File: src/rtl/bullcow_game_core_param_if.sv
// rtl/bullcow_game_core_param_if.sv - player input and game status bundle for the bulls-and-cows core
interface bullcow_game_core_param_if #(
  parameter int NUM_DIGITS = 4,
  parameter int DIGIT_W    = 4,
  parameter int MAX_TRIES  = 8,
  parameter int POINTS_W   = 8
) ();
  localparam int BC_W = $clog2(NUM_DIGITS + 1);
  localparam int T_W  = $clog2(MAX_TRIES + 1);

  logic                          enter;
  logic [NUM_DIGITS*DIGIT_W-1:0] sw;
  logic [POINTS_W-1:0]           j1_points;
  logic [POINTS_W-1:0]           j2_points;
  logic [BC_W-1:0]               bull_count;
  logic [BC_W-1:0]               cow_count;
  logic [T_W-1:0]                tries_left;
  logic                          setter;
  logic [2:0]                    game_state;
  logic                          result_valid;

  modport master (
    output enter, sw,
    input  j1_points, j2_points, bull_count, cow_count,
           tries_left, setter, game_state, result_valid
  );

  modport slave (
    input  enter, sw,
    output j1_points, j2_points, bull_count, cow_count,
           tries_left, setter, game_state, result_valid
  );
endinterface

File: src/rtl/bullcow_game_core_param.sv
// rtl/bullcow_game_core_param.sv - parametrised two-player bulls-and-cows engine
// Scores one guess digit per cycle; every output comes straight from a register.
module bullcow_game_core_param #(
  parameter int NUM_DIGITS = 4,
  parameter int DIGIT_W    = 4,
  parameter int DIGIT_MAX  = 9,
  parameter int MAX_TRIES  = 8,
  parameter int WIN_POINTS = 3,
  parameter int POINTS_W   = 8
) (
  input logic                       clock,
  input logic                       reset,
  bullcow_game_core_param_if.slave  bus
);
  localparam int BC_W  = $clog2(NUM_DIGITS + 1);
  localparam int T_W   = $clog2(MAX_TRIES + 1);
  localparam int IDX_W = $clog2(NUM_DIGITS);
  localparam int VEC_W = NUM_DIGITS * DIGIT_W;

  typedef enum logic [2:0] {
    S_SETUP      = 3'd0,
    S_GUESS      = 3'd1,
    S_SCORE      = 3'd2,
    S_RESULT     = 3'd3,
    S_ROUND_WIN  = 3'd4,
    S_ROUND_LOSS = 3'd5,
    S_MATCH_OVER = 3'd6,
    S_ERROR      = 3'd7
  } state_t;

  state_t              state_q, state_d;
  logic                enter_q;
  logic                setter_q, setter_d;
  logic [POINTS_W-1:0] j1_q, j1_d, j2_q, j2_d;
  logic [BC_W-1:0]     bull_q, bull_d, cow_q, cow_d;
  logic [BC_W-1:0]     bull_acc_q, bull_acc_d, cow_acc_q, cow_acc_d;
  logic [T_W-1:0]      tries_q, tries_d;
  logic                rv_q, rv_d;
  logic [VEC_W-1:0]    secret_q, secret_d, guess_q, guess_d;
  logic [IDX_W-1:0]    idx_q, idx_d;
  logic                err_to_guess_q, err_to_guess_d;

  logic                press;
  logic                sw_valid;
  logic [DIGIT_W-1:0]  cur_g, cur_s;
  logic                hit_bull, hit_cow;
  logic [BC_W-1:0]     bull_sum, cow_sum;

  function automatic logic [DIGIT_W-1:0] dig(input logic [VEC_W-1:0] v, input int k);
    return v[k*DIGIT_W +: DIGIT_W];
  endfunction

  assign press = bus.enter & ~enter_q;

  always_comb begin
    sw_valid = 1'b1;
    for (int k = 0; k < NUM_DIGITS; k++) begin
      if (dig(bus.sw, k) > DIGIT_W'(DIGIT_MAX)) sw_valid = 1'b0;
      for (int j = k + 1; j < NUM_DIGITS; j++) begin
        if (dig(bus.sw, k) == dig(bus.sw, j)) sw_valid = 1'b0;
      end
    end
  end

  // Compare the guess digit at idx against the whole secret in one cycle.
  always_comb begin
    cur_g   = '0;
    cur_s   = '0;
    hit_cow = 1'b0;
    for (int k = 0; k < NUM_DIGITS; k++) begin
      if (idx_q == IDX_W'(k)) begin
        cur_g = dig(guess_q, k);
        cur_s = dig(secret_q, k);
      end
    end
    hit_bull = (cur_g == cur_s);
    for (int k = 0; k < NUM_DIGITS; k++) begin
      if (idx_q != IDX_W'(k) && dig(secret_q, k) == cur_g) hit_cow = 1'b1;
    end
    bull_sum = bull_acc_q + BC_W'(hit_bull);
    cow_sum  = cow_acc_q + BC_W'(hit_cow);
  end

  always_comb begin
    state_d        = state_q;
    setter_d       = setter_q;
    j1_d           = j1_q;
    j2_d           = j2_q;
    bull_d         = bull_q;
    cow_d          = cow_q;
    bull_acc_d     = bull_acc_q;
    cow_acc_d      = cow_acc_q;
    tries_d        = tries_q;
    rv_d           = 1'b0;
    secret_d       = secret_q;
    guess_d        = guess_q;
    idx_d          = idx_q;
    err_to_guess_d = err_to_guess_q;

    case (state_q)
      S_SETUP: begin
        if (press) begin
          if (sw_valid) begin
            secret_d = bus.sw;
            tries_d  = T_W'(MAX_TRIES);
            state_d  = S_GUESS;
          end else begin
            err_to_guess_d = 1'b0;
            state_d        = S_ERROR;
          end
        end
      end
      S_GUESS: begin
        if (press) begin
          if (sw_valid) begin
            guess_d    = bus.sw;
            idx_d      = '0;
            bull_acc_d = '0;
            cow_acc_d  = '0;
            state_d    = S_SCORE;
          end else begin
            err_to_guess_d = 1'b1;
            state_d        = S_ERROR;
          end
        end
      end
      S_SCORE: begin
        if (idx_q == IDX_W'(NUM_DIGITS - 1)) begin
          bull_d  = bull_sum;
          cow_d   = cow_sum;
          tries_d = tries_q - T_W'(1);
          rv_d    = 1'b1;
          if (bull_sum == BC_W'(NUM_DIGITS)) begin
            state_d = S_ROUND_WIN;
            if (!setter_q && j2_q < POINTS_W'(WIN_POINTS)) j2_d = j2_q + POINTS_W'(1);
            if (setter_q && j1_q < POINTS_W'(WIN_POINTS))  j1_d = j1_q + POINTS_W'(1);
          end else if (tries_q == T_W'(1)) begin
            state_d = S_ROUND_LOSS;
            if (!setter_q && j1_q < POINTS_W'(WIN_POINTS)) j1_d = j1_q + POINTS_W'(1);
            if (setter_q && j2_q < POINTS_W'(WIN_POINTS))  j2_d = j2_q + POINTS_W'(1);
          end else begin
            state_d = S_RESULT;
          end
        end else begin
          idx_d      = idx_q + IDX_W'(1);
          bull_acc_d = bull_sum;
          cow_acc_d  = cow_sum;
        end
      end
      S_RESULT: begin
        if (press) state_d = S_GUESS;
      end
      S_ROUND_WIN, S_ROUND_LOSS: begin
        if (press) begin
          if (j1_q == POINTS_W'(WIN_POINTS) || j2_q == POINTS_W'(WIN_POINTS)) begin
            state_d = S_MATCH_OVER;
          end else begin
            setter_d = ~setter_q;
            state_d  = S_SETUP;
          end
        end
      end
      S_MATCH_OVER: begin
        if (press) begin
          j1_d     = '0;
          j2_d     = '0;
          bull_d   = '0;
          cow_d    = '0;
          setter_d = 1'b0;
          tries_d  = T_W'(MAX_TRIES);
          state_d  = S_SETUP;
        end
      end
      S_ERROR: begin
        if (press) state_d = err_to_guess_q ? S_GUESS : S_SETUP;
      end
      default: state_d = S_SETUP;
    endcase
  end

  always_ff @(posedge clock or negedge reset) begin
    if (!reset) begin
      state_q        <= S_SETUP;
      enter_q        <= 1'b0;
      setter_q       <= 1'b0;
      j1_q           <= '0;
      j2_q           <= '0;
      bull_q         <= '0;
      cow_q          <= '0;
      bull_acc_q     <= '0;
      cow_acc_q      <= '0;
      tries_q        <= T_W'(MAX_TRIES);
      rv_q           <= 1'b0;
      secret_q       <= '0;
      guess_q        <= '0;
      idx_q          <= '0;
      err_to_guess_q <= 1'b0;
    end else begin
      state_q        <= state_d;
      enter_q        <= bus.enter;
      setter_q       <= setter_d;
      j1_q           <= j1_d;
      j2_q           <= j2_d;
      bull_q         <= bull_d;
      cow_q          <= cow_d;
      bull_acc_q     <= bull_acc_d;
      cow_acc_q      <= cow_acc_d;
      tries_q        <= tries_d;
      rv_q           <= rv_d;
      secret_q       <= secret_d;
      guess_q        <= guess_d;
      idx_q          <= idx_d;
      err_to_guess_q <= err_to_guess_d;
    end
  end

  assign bus.j1_points    = j1_q;
  assign bus.j2_points    = j2_q;
  assign bus.bull_count   = bull_q;
  assign bus.cow_count    = cow_q;
  assign bus.tries_left   = tries_q;
  assign bus.setter       = setter_q;
  assign bus.game_state   = state_q;
  assign bus.result_valid = rv_q;
endmodule

File: src/flat_wrapper.sv
// flat-port wrapper written by rule: the top's interface ports become plain ports
module bullcow_game_core_param_flat 
#(
  parameter int NUM_DIGITS = 4,
  parameter int DIGIT_W    = 4,
  parameter int DIGIT_MAX  = 9,
  parameter int MAX_TRIES  = 8,
  parameter int WIN_POINTS = 3,
  parameter int POINTS_W   = 8
)
  (clock, reset, bus_enter, bus_sw, bus_j1_points, bus_j2_points, bus_bull_count, bus_cow_count, bus_tries_left, bus_setter, bus_game_state, bus_result_valid);
  bullcow_game_core_param_if #(.NUM_DIGITS(NUM_DIGITS), .DIGIT_W(DIGIT_W), .MAX_TRIES(MAX_TRIES), .POINTS_W(POINTS_W)) bus_i ();
  input logic clock;
  input logic reset;
  input wire logic [$bits(bus_i.enter)-1:0] bus_enter;
  input wire logic [$bits(bus_i.sw)-1:0] bus_sw;
  output wire logic [$bits(bus_i.j1_points)-1:0] bus_j1_points;
  output wire logic [$bits(bus_i.j2_points)-1:0] bus_j2_points;
  output wire logic [$bits(bus_i.bull_count)-1:0] bus_bull_count;
  output wire logic [$bits(bus_i.cow_count)-1:0] bus_cow_count;
  output wire logic [$bits(bus_i.tries_left)-1:0] bus_tries_left;
  output wire logic [$bits(bus_i.setter)-1:0] bus_setter;
  output wire logic [$bits(bus_i.game_state)-1:0] bus_game_state;
  output wire logic [$bits(bus_i.result_valid)-1:0] bus_result_valid;
  assign bus_i.enter = bus_enter;
  assign bus_i.sw = bus_sw;
  assign bus_j1_points = bus_i.j1_points;
  assign bus_j2_points = bus_i.j2_points;
  assign bus_bull_count = bus_i.bull_count;
  assign bus_cow_count = bus_i.cow_count;
  assign bus_tries_left = bus_i.tries_left;
  assign bus_setter = bus_i.setter;
  assign bus_game_state = bus_i.game_state;
  assign bus_result_valid = bus_i.result_valid;
  bullcow_game_core_param #(.NUM_DIGITS(NUM_DIGITS), .DIGIT_W(DIGIT_W), .DIGIT_MAX(DIGIT_MAX), .MAX_TRIES(MAX_TRIES), .WIN_POINTS(WIN_POINTS), .POINTS_W(POINTS_W)) u_core (.clock(clock), .reset(reset), .bus(bus_i));
endmodule
File: config.mk
export PLATFORM = sky130hd
export DESIGN_NAME = bullcow_game_core_param_flat
export DESIGN_NICKNAME = d
export VERILOG_FILES = /design/src/rtl/bullcow_game_core_param_if.sv /design/src/rtl/bullcow_game_core_param.sv /design/src/flat_wrapper.sv
export SDC_FILE = /design/constraint.sdc
export NUM_CORES = 1
export LEC_CHECK = 0
export CAP_MARGIN = 25
export CELL_PAD_IN_SITES_DETAIL_PLACEMENT = 0
export CELL_PAD_IN_SITES_GLOBAL_PLACEMENT = 2
export CORE_MARGIN = 2
export CORE_UTILIZATION = 35
export CTS_CLUSTER_DIAMETER = 30
export DETAILED_ROUTE_END_ITERATION = 10
export PLACE_DENSITY = 0.86
export REMOVE_ABC_BUFFERS = 1
export SLEW_MARGIN = 25
export SYNTH_ARGS = -nofsm -noshare
export SYNTH_HDL_FRONTEND = slang
export SYNTH_SLANG_ARGS = --single-unit
File: constraint.sdc
create_clock -name clock -period 11.9 [get_ports clock]
set_clock_uncertainty 0.15 [all_clocks]
set_input_delay 2.38 -clock clock [delete_from_list [all_inputs] [get_ports clock]]
set_output_delay 2.38 -clock clock [all_outputs]
set_load 0.02 [all_outputs]
# [Word-level counts from Yosys, hierarchy flattened]
# Cells that the tools add are included.
[word_totals] register_bits=73 latchBits=0 ramBits=0 rom_bits=0 output_inout_bits=31 word_cells=184 mem_count=0
[classes] addsub=6 multipliers=0 div_mod_pow=0 order_cmp=6 n_eq_ne=46 n_shift=0 n_mux=79 bitwise=3 reduce_logical=29
[ops] operator="8-bit two-way mux" count=11
[ops] operator="3-bit two-way mux" count=18
[ops] operator="4-bit two-way mux" count=12
[ops] operator="4-bit equality test" count=11
[ops] operator="8-bit case mux with 2 select lines" count=2
[ops] operator="1-bit two-way mux" count=24
[ops] operator="3-bit case mux with 2 select lines" count=4
[ops] operator="3-bit case mux with 7 select lines" count=1
[ops] operator="2-bit by 1-bit inequality test with 1-bit output, second input constant" count=10
[ops] operator="8-bit by 1-bit adder with 8-bit output, second input constant" count=2
[ops] operator="8-bit by 2-bit equality test with 1-bit output, second input constant" count=2
[ops] operator="4-bit > comparator, second input constant" count=4
[ops] operator="8-bit by 2-bit < comparator with 1-bit output, second input constant" count=2
[ops] operator="3-bit equality test, second input constant" count=5
[ops] operator="2-bit inequality test, second input constant" count=6
[ops] operator="4-bit case mux with 3 select lines" count=1
[ops] operator="6-bit AND reduction" count=2
[ops] operator="5-bit AND reduction" count=2
[ops] operator="2-bit nonzero test" count=5
[ops] operator="3-bit by 1-bit inequality test with 1-bit output, second input constant" count=3
[ops] operator="3-bit AND reduction" count=3
[ops] operator="1-bit logical AND" count=8
[ops] operator="4-bit AND reduction" count=2
[ops] operator="7-bit AND reduction" count=1
[ops] operator="other kinds (20)" count=28

# [Logic depth before layout (Yosys ltp)]
[logic_depth] ltp_word=14 mapped_depth=17 ltp_nobuf=15

# [Worst setup path before layout]
# Ideal clock, no wire load.
[synth_timing] kind="in2reg" start="input port bus_sw[9]" end="register u_core.guess_q[4]" setup_time_ps=125 arrival_time_ps=3916 t_required_ps=11625 setup_slack_ps=7710 cell_stages=8 path_buffers=3 path_cell_list="buf_2 o21ai_0 nand4_1 nor4_2 and4_1 buf_2 buf_6 mux2_2"
[synth_between] elab_chain_len=10 word_cells_on_any_way=13 classes_between="1 x order compare; 3 x eq/ne; 8 x mux; 1 x reduce/logical"
[synth_rtl] element="from (decl)" line="flat_wrapper.sv:16" source="input wire logic [$bits(bus_i.sw)-1:0] bus_sw;"
[synth_rtl] element="4-bit equality test" line="bullcow_game_core_param.sv:60" source="if (dig(bus.sw, k) == dig(bus.sw, j)) sw_valid = 1'b0;"
[synth_rtl] element="1-bit two-way mux (2 in series)" line="bullcow_game_core_param.sv:60"
[synth_rtl] element="1-bit two-way mux" line="bullcow_game_core_param.sv:58" source="if (dig(bus.sw, k) > DIGIT_W'(DIGIT_MAX)) sw_valid = 1'b0;"
[synth_rtl] element="1-bit two-way mux (2 in series)" line="bullcow_game_core_param.sv:60"
[synth_rtl] element="1-bit two-way mux" line="bullcow_game_core_param.sv:58"
[synth_rtl] element="1-bit two-way mux (*)" line="bullcow_game_core_param.sv:60"
[synth_rtl] element="1-bit two-way mux (*)" line="bullcow_game_core_param.sv:58"
[synth_rtl] element="3-bit AND reduction (no line) (*)"
[synth_rtl] element="to (signal assigned)" line="bullcow_game_core_param.sv:211" source="guess_q <= guess_d;"
[synth_rtl] element="to (decl)" line="bullcow_game_core_param.sv:39" source="logic [VEC_W-1:0] secret_q, secret_d, guess_q, guess_d;"
# Mark *: on every way between the ends. The rest lies on a longest branch, timed or not.
# A chain may end at the register's enable or synchronous reset.

# [Final worst setup path]
[layout_timing] start="input port bus_sw[6]" end="register u_core.guess_q[4]"
[layout_between] elab_chain_len=11 word_cells_on_any_way=14 classes_between="1 x order compare; 3 x eq/ne; 9 x mux; 1 x reduce/logical"
[layout_rtl] element="4-bit equality test" line="bullcow_game_core_param.sv:60"
[layout_rtl] element="1-bit two-way mux (3 in series)" line="bullcow_game_core_param.sv:60"
[layout_rtl] element="1-bit two-way mux" line="bullcow_game_core_param.sv:58"
[layout_rtl] element="1-bit two-way mux" line="bullcow_game_core_param.sv:60"
[layout_rtl] element="1-bit two-way mux (*)" line="bullcow_game_core_param.sv:60"
[layout_rtl] element="1-bit two-way mux (*)" line="bullcow_game_core_param.sv:58"
[layout_rtl] element="1-bit two-way mux (*)" line="bullcow_game_core_param.sv:60"
[layout_rtl] element="1-bit two-way mux (*)" line="bullcow_game_core_param.sv:58"
[layout_rtl] element="3-bit AND reduction (no line) (*)"
# Marked as above.

==> summary.txt <==
CTS
  – Clock root buffer: clkbuf_16
  – Worst-path clk slew: 0.06 ns
  – Post-CTS setup buffer count: 0
  – CTS Buf Count: 9
  – TritonCTS clock tree: yes
  – Clock Tree Buf Depth: 2
  – Clock Latency Late Sink: 0.33 ns
  – CTS Hold Bufs: 0
  – PostCTS Resize Cnt: 0
  – H-Tree Depth: 3
  – Clock tree sinks: 73

Synth
  – Syn_area_per_cell: 10.3 um2
  – Synth cell types: 53
  – Synth top area share: 0.433
  – Cell taking the most area after synthesis: dfrtp_1
  – Mapped Area: 4160 um2
  – Mapped Cells: 405
  – Post-synth ARST share: 1.00
  – Sequential fraction of the synthesis area: 0.439
  – Yosys Warn Count: 0
  – EDFF count, synth: 0
  – Seq cells post-synth: 73
  – Main synth FF type: dfrtp_1
  – Top cells by area, synth: dfrtp_1, mux2_2, xor2_1

Layout
  – FILL cells: 1141
  – FF/Latch Area: 1830 um2
  – Share of post-route cells with drive strength above 1: 0.140
  – Most frequent cells in the layout: dfrtp_1, clkdlybuf4s50_1, nand2_1, xor2_1, mux2_2
  – Non-filler instance count after layout: 586
  – P&R area growth vs syn: 19.2%
  – Most common cell after layout, fill and taps aside: dfrtp_1
  – Nets: 469
  – Multi-input combinational cell area: 2080 um2
  – Ant diodes: 0

Timing
  – Rel. slew slack: 0.332
  – Fmax: 0.193 GHz
  – Final setup fails: 0
  – Fin Setup TNS: 0 ns
  – Final hold viol count: 0
  – Max-slew violations: 0
  – Final worst-path cycle share: 0.436
  – RSZ-0062 raised after global routing: false
  – Slew @ Worst Pin: 0.998 ns
  – Hold WS: 0.346 ns
  – Final min period: 5.19 ns

Placement
  – Inst Count DP: 570
  – GPL Wtd Cong: 0.825
  – DPL Wire Length: 6910 um
  – Port Buf Inserts: 49

Setup path
  – Crit path arrival time: 5.25 ns
  – Startpoint types: primary input
  – CP Class: in -> reg
  – Crit-path max FO: 23
  – Worst EP required: 11.96 ns
  – Worst Setup End Kind: flip-flop

Floorplan
  – Die Footprint: 12800 um2
  – # rows: 39
  – Io pins: 50
  – Initial Utilization: 0.362
  – CORE AREA: 11500 um2
  – Die Y: 113 um
  – Die X: 113 um

Detailed routing
  – DR iter-0 viols: 97
  – WL/cell: 16.5 um
  – # DRC: 2
  – Routed vias: 3018
  – Pre-antenna DRT Iters: 7
  – Routed WL: 9660 um
  – Routed vias/inst: 5.15
  – Antenna-violating nets left: 0

Global route
  – Gr usage total: 0.158
  – Largest net degree at the start of global routing: 74
  – Vias in the first global route: 3075
  – Antenna violations before repair: 0
  – First-pass GRT wire length: 16000 um
  – GRT Residual Overflow: 0

Worst hold path
  – Worst Hold Class: reg -> reg

Pwr
  – VDD IR-drop max: 94.2 uV
  – Total design power: 1.18 mW
  – Pwr dens: 237 nW/um2
  – Leak: 2.22 nW

Job
  – Max Cap Violations: 0

Run status
  – Failing checks: design-rule violations
  – Status: complete, but fails checks
==> synth_stat cells, types with 2 or more instances <==
library cell  instances
a31oi_1               4
xnor2_1              13
or4_1                 3
dfrtp_1              72
nand3_1               6
a22o_1                4
nand2b_1              4
o21a_1                2
a21oi_1              11
clkbuf_1              8
mux2i_1               4
xor2_1               29
nand4_1               4
a211oi_1              3
nor4_1                9
o21ai_0              20
nand2_1              30
nor2b_1              20
nand3b_1              4
nor2_1               17
mux2_4               10
ha_1                 12
nor3_1                6
a311oi_1              2
buf_2                10
a21oi_2               2
clkbuf_2              3
o221ai_1              2
inv_1                22
and2_1                2
o22ai_1               3
buf_6                 6
o31ai_1               9
a22oi_1               5
o21ai_1               4
mux2_2               23
==> cells by family (layout without fill, tap and decap cells) <==
group | after synthesis | count (layout) | share of synthesized area
simple gates | 113 | 113 | 0.146
compound gates | 77 | 77 | 0.121
mux | 37 | 37 | 0.108
flops | 73 | 73 | 0.439
fa+ha+maj | 12 | 12 | 0.0361
xor+xnor | 42 | 42 | 0.0883
buf+inv | 51 | 89 | 0.0616
==> per-layer routing <==
| layer | GRT usage | up-vias | routed length, um |
|---|---|---|---|
| met5 | 0 | - | 0 |
| met4 | 0.0553 | 0 | 102 |
| met3 | 0.0246 | 5 | 249 |
| met2 | 0.245 | 44 | 4470 |
| met1 | 0.224 | 1496 | 4830 |
| li1 | - | 1473 | - |
==> state kept, by name (all words and copies together), names as in the netlist, 2 cells and up <==
signal,cells
u_core.cow_acc_q,3
u_core.bus.cow_count,3
u_core.guess_q,16
u_core.bus.bull_count,3
u_core.idx_q,2
u_core.bull_acc_q,3
u_core.bus.j2_points,8
u_core.bus.game_state,3
u_core.bus.tries_left,4
u_core.secret_q,16
u_core.bus.j1_points,8
==> metrics by stage <==
step	area, um2	setup slack [ns]	utilization
floorplan	3990	7.61	-
global placement	4670	6.44	0.405
global route	4960	6.58	0.431
finish	4960	6.71	0.431
CTS	4960	6.73	0.431
detailed placement	4670	6.39	0.405
==> report_power, final <==
part           leakage [nW]  internal (mW)  switching (mW)
registers             0.968          0.313          0.0649
logic                  1.10          0.241           0.298
clock network         0.145          0.158           0.103
==> critical path, stage by stage <==
cell	delay [ns]
clkdlybuf4s50_1	0.58
o21ai_0	0.27
nand4_1	0.15
nor4_2	0.50
and4_1	0.94
mux2_2	0.42
==> cell type report <==
| cell class | instances | area share |
|---|---|---|
| Clock inverter | 4 | 0.00530 |
| Clock buffer | 12 | 0.0537 |
| Sequential cell | 73 | 0.368 |
| Tap cell | 143 | 0.0361 |
| Multi-Input combinational cell | 281 | 0.419 |
| Inverter | 23 | 0.0174 |
| Timing Repair Buffer | 50 | 0.100 |
==> path summary, 6_finish.rpt <==
check / startpoint / slack, ns / cells after the start / endpoint
max in group asynchronous: reset / 9.11 / 2 / u_core.guess_q[4]$_DFFE_PN0P_
setup / recovery: bus_sw[6] / 6.71 / 6 / u_core.guess_q[4]$_DFFE_PN0P_
setup reg to reg: u_core.idx_q[1]$_DFFE_PN0P_ / 7.37 / 14 / u_core.bus.j2_points[0]$_DFFE_PN0P_
hold / removal: u_core.bus.cow_count[1]$_DFFE_PN0P_ / 0.35 / 1 / u_core.bus.cow_count[1]$_DFFE_PN0P_
min in group asynchronous: reset / 2.03 / 2 / u_core.bus.j1_points[4]$_DFFE_PN0P_
hold reg to reg: u_core.bus.cow_count[1]$_DFFE_PN0P_ / 0.35 / 1 / u_core.bus.cow_count[1]$_DFFE_PN0P_
Note: power is estimated with default switching activity, not from simulation.
==> RTL change 1, RTL diff (same flow settings) <==
Make the reset (`reset`) synchronous in one clocked block.
--- a/src/rtl/bullcow_game_core_param.sv
+++ b/src/rtl/bullcow_game_core_param.sv
@@ -179,5 +179,5 @@
   end
 
-  always_ff @(posedge clock or negedge reset) begin
+  always_ff @(posedge clock) begin
     if (!reset) begin
       state_q        <= S_SETUP;
Check against the original RTL: differs if reset is asserted again (counterexample within 4 cycles, from zero or initial values and one cycle with reset low); with reset held inactive, the same outputs for 4 cycles.
==> RTL change 1 against the original RTL <==
Area after synthesis fell by 3.5%; core utilization fell by 0.66 points; wire length rose by 2.3%; die area fell by 3.4%; sequential cell count did not move; sequential share of layout area fell by 6.4 points; hold slack got worse by 32 ps; setup slack improved by 340 ps; cell area fell by 3.2%; highest routed layer unchanged.
Power is not compared: it rests on default switching activity, and its combinational part moved more than twofold at a synthesized area within 25%.
==> RTL change 1: results (changes against the original RTL) <==
Final HPWL DP 7.162 mm (+3.7%); DRT Pass-1 Iters 4 (-3); mux cell area share after synthesis 9.714% (-1.1 points); average wire per standard cell 15.56 µm (-5.6%); wire length of the first global-routing pass 16.44 mm (+2.7%); number of global-route vias before repair 3201 (+4.1%); worst slew pin tran 921.3 ps (-76.99 ps); initial DRC count 226 (+130%); worst setup path end u_core.secret_q[3]; CP delay by family, top simple AND/OR/NAND/NOR gates; crit-path max cell delay 810 ps (-130 ps); Top Registers u_core.guess_q: 16 flops, u_core.secret_q: 16 flops; count leader, synth dfxtp_1; largest net degree at the start of global routing 40 (-46%); Synth async-reset ratio 0% (-100 points); vias per inst 5.310 (+3.1%); # nets final 521 (+11%); crit path max-delay cell type and2_1; placed cell area 0.004552 mm² (-2.4%); Tot GR Track Use 16.31% (+0.54 points); deepest clock path buffer count 2 (unchanged); fraction of the mapped netlist area in adder cells 3.736% (+0.13 points); CP startpoint bus_sw[2]; routability cong. 0.7597 (-7.9%); CP max FO 16 (-30%); Worst VDD drop 81.95 µV; xor/xnor share of the synthesized area 9.807% (+0.97 points); Seq/Total Area, Yosys 36.36% (-7.5 points); Hold Crit Depth 2 (+1); Worst Hold End u_core.cow_acc_q[0]; Compound-Gate Fraction of Synth Area 12.42% (+0.28 points); Synth area leaders dfxtp_1 36%, mux2i_1 9.7%, xor2_1 7.2%; M2 GR Usage 25.93% (+1.4 points); r2r setup slk 7570 ps (+200 ps); met3 Track Usage GR 3.390% (+0.93 points); reg-to-reg startpoint u_core.idx_q[0]; Hold Crit Start u_core.cow_acc_q[0]; share of cells above drive strength 1 5.285% (-8.7 points); Synth top cells by count 73 x dfxtp_1, 53 x nor2_1, 39 x mux2i_1; post-synth cell types 54 (+1.9%); met1 Usage GRT 22.34% (-0.11 points); reg-to-reg endpoint u_core.bus.j2_points[0]; outcome finished clean; Top FF cell, synth dfxtp_1
[RTL change 1: power by group]
| part | switching, µW | internal (µW) | total (µW) |
|---|---|---|---|
| Clock | 95.3 | 143 | 238 |
| Sequential | 7.92 | 249 | 257 |
| Combinational | 46.2 | 30.8 | 77.0 |
| Total | 149 | 422 | 572 |
[RTL change 1: cells by family (layout without fill, tap and decap cells)]
family	after synthesis	in the layout
muxes	39	39
adders and majority gates	12	12
DFF	73	73
xor gates and xnor gates	45	45
buffers and inverters	49	80
and+or+nand+nor	170	170
AOI/OAI and AO/OA	73	73
[RTL change 1: final cells by class]
| type | count | area, µm² |
|---|---|---|
| multi-input combinational | 339 | 2338 |
| timing repair buffer | 53 | 520.5 |
| clock buffer | 12 | 246.5 |
| tap | 143 | 178.9 |
| fill | 1144 | 6518 |
| inverter | 14 | 52.55 |
| clock inverter | 1 | 5.005 |
| sequential | 73 | 1461 |
[RTL change 1: metal layers]
| layer | wire (µm) | up-vias |
|---|---|---|
| met3 | 390 | 16 |
| li1 | - | 1667 |
| met2 | 4565 | 66 |
| met4 | 179 | 0 |
| met1 | 4745 | 1623 |
| met5 | 0 | - |
[RTL change 1: per-stage QoR]
| step | hold WS [ps] | utilization, % | setup WS [ps] | cells | power [µW] |
|---|---|---|---|---|---|
| floorplan | 288.5 | - | 7599 | 426 | 306.7 |
| global placement | 296.1 | 40.21 | 6768 | 622 | 338.7 |
| detailed placement | 310.8 | 40.21 | 6682 | 622 | 339.0 |
| CTS | 318.6 | 42.43 | 7043 | 635 | 578.4 |
| global route | 349.7 | 42.43 | 6857 | 635 | 597.0 |
| finish | 314.6 | 42.43 | 7052 | 635 | 571.9 |
[RTL change 1: worst min-delay path, cell delays in order, from the launching register on]
cell and delay (ps):
dfxtp_1 310, nand2_1 50, mux2i_1 50
==> RTL change 2, RTL diff (same settings) <==
Without the edit above. `DIGIT_W` is set to 4 in 3 places; all go to 3.
--- a/src/rtl/bullcow_game_core_param_if.sv
+++ b/src/rtl/bullcow_game_core_param_if.sv
@@ -2,5 +2,5 @@
 interface bullcow_game_core_param_if #(
   parameter int NUM_DIGITS = 4,
-  parameter int DIGIT_W    = 4,
+  parameter int DIGIT_W    = 3,
   parameter int MAX_TRIES  = 8,
   parameter int POINTS_W   = 8
--- a/src/rtl/bullcow_game_core_param.sv
+++ b/src/rtl/bullcow_game_core_param.sv
@@ -3,5 +3,5 @@
 module bullcow_game_core_param #(
   parameter int NUM_DIGITS = 4,
-  parameter int DIGIT_W    = 4,
+  parameter int DIGIT_W    = 3,
   parameter int DIGIT_MAX  = 9,
   parameter int MAX_TRIES  = 8,
--- a/src/flat_wrapper.sv
+++ b/src/flat_wrapper.sv
@@ -3,5 +3,5 @@
 #(
   parameter int NUM_DIGITS = 4,
-  parameter int DIGIT_W    = 4,
+  parameter int DIGIT_W    = 3,
   parameter int DIGIT_MAX  = 9,
   parameter int MAX_TRIES  = 8,
Ports: changed (resized bus_sw); port bits go from 50 to 46. No check against the original RTL was run, so the function may have changed too.
==> RTL change 2 against the original RTL <==
Clock power down 27%; wire length fell by 40%; cell area decreased by 28%; sequential cell count fell by 8; power down 36%; combinational power down 50%; area after synthesis shrank 27%; setup slack gained 810 ps; largest power group is now registers.
==> RTL change 2: results (changes against the original RTL) <==
outcome finished clean; met2 WL 2.736 mm (-39%); M1 WL 2.732 mm (-43%); area growth from synthesis to layout 18.16%; mux cell area share after synthesis 4.549% (-6.2 points); M2 GR Usage 20.73% (-3.8 points); worst slew pin tran 830.7 ps (-167.6 ps); Inst Count DP 383 (-33%); r2r setup slk 7520 ps (+150 ps); port buffer count 33 (-33%); vias per inst 4.855 (-5.7%); Seq/Total Area, Yosys 53.80% (+9.9 points); number of global-route vias before repair 2021 (-34%); fraction of the mapped netlist area in adder cells 4.963% (+1.4 points); Synth area leaders dfrtp_1 53%, ha_1 5.0%, xnor2_1 4.6%; Met3 Wirelength 159 µm (-36%); DR vias 1937 (-36%); Worst Path Arrival 4460 ps (-790 ps); Worst VDD drop 95.72 µV (+1.6%); CTS Root Cell clkbuf_8; DRT Pass-1 Iters 4 (-3); CP max FO 13 (-43%); worst setup path end u_core.bus.j2_points[1]; post-synth cell types 46 (-13%); # nets final 316 (-33%); largest net degree at the start of global routing 66 (-11%); Final HPWL DP 3.948 mm (-43%); synthesized area per cell 11.00 µm² (+7.0%); routability cong. 0.7257 (-12%)
RTL change 2: per-stage QoR:
stage	utilization, %	cell area, µm²	hold slack, ps	power (µW)
CTS	43.07	3575	228.0	759.4
global route	43.07	3575	231.7	804.4
global placement	40.60	3369	210.6	558.8
floorplan	-	2905	196.6	470.5
finish	43.07	3575	223.7	749.2
detailed placement	40.60	3369	211.2	564.9
RTL change 2: critical path, cell delays in order (launching register included):
cell and delay [ps]:
dfrtp_1 400, inv_1 100, ha_1 470, and3b_1 270, a2111oi_4 360, nor2_1 180, xor2_1 210, a21oi_1 90
ha_1 200, ha_1 210, xnor2_1 320, nor3_2 100, xnor2_1 150, or4_1 500, a21oi_2 190, mux2_2 350
RTL change 2: cell type report:
| cell class | instances | area (µm²) | share of cell area (%) |
|---|---|---|---|
| Clock buffer | 10 | 137.6 | 3.850 |
| Clock inverter | 6 | 67.56 | 1.890 |
| Inverter | 7 | 26.28 | 0.7350 |
| Multi-Input combinational cell | 172 | 1251 | 35.00 |
| Sequential cell | 65 | 1628 | 45.54 |
| Tap cell | 105 | 131.4 | 3.675 |
| Timing Repair Buffer | 34 | 332.8 | 9.310 |
RTL change 2: how the worst min path moves through the flow:
stage                       from           endpoint  slack (ps)  cells after the start
3_5_place_dp   u_core.guess_q[1]  u_core.guess_q[1]         210                      0
2_1_floorplan  u_core.guess_q[1]  u_core.guess_q[1]         200                      0
4_1_cts        u_core.guess_q[1]  u_core.guess_q[1]         230                      0
5_1_grt        u_core.guess_q[1]  u_core.guess_q[1]         230                      0
6_report       u_core.guess_q[1]  u_core.guess_q[1]         220                      0
3_3_place_gp   u_core.guess_q[1]  u_core.guess_q[1]         210                      0
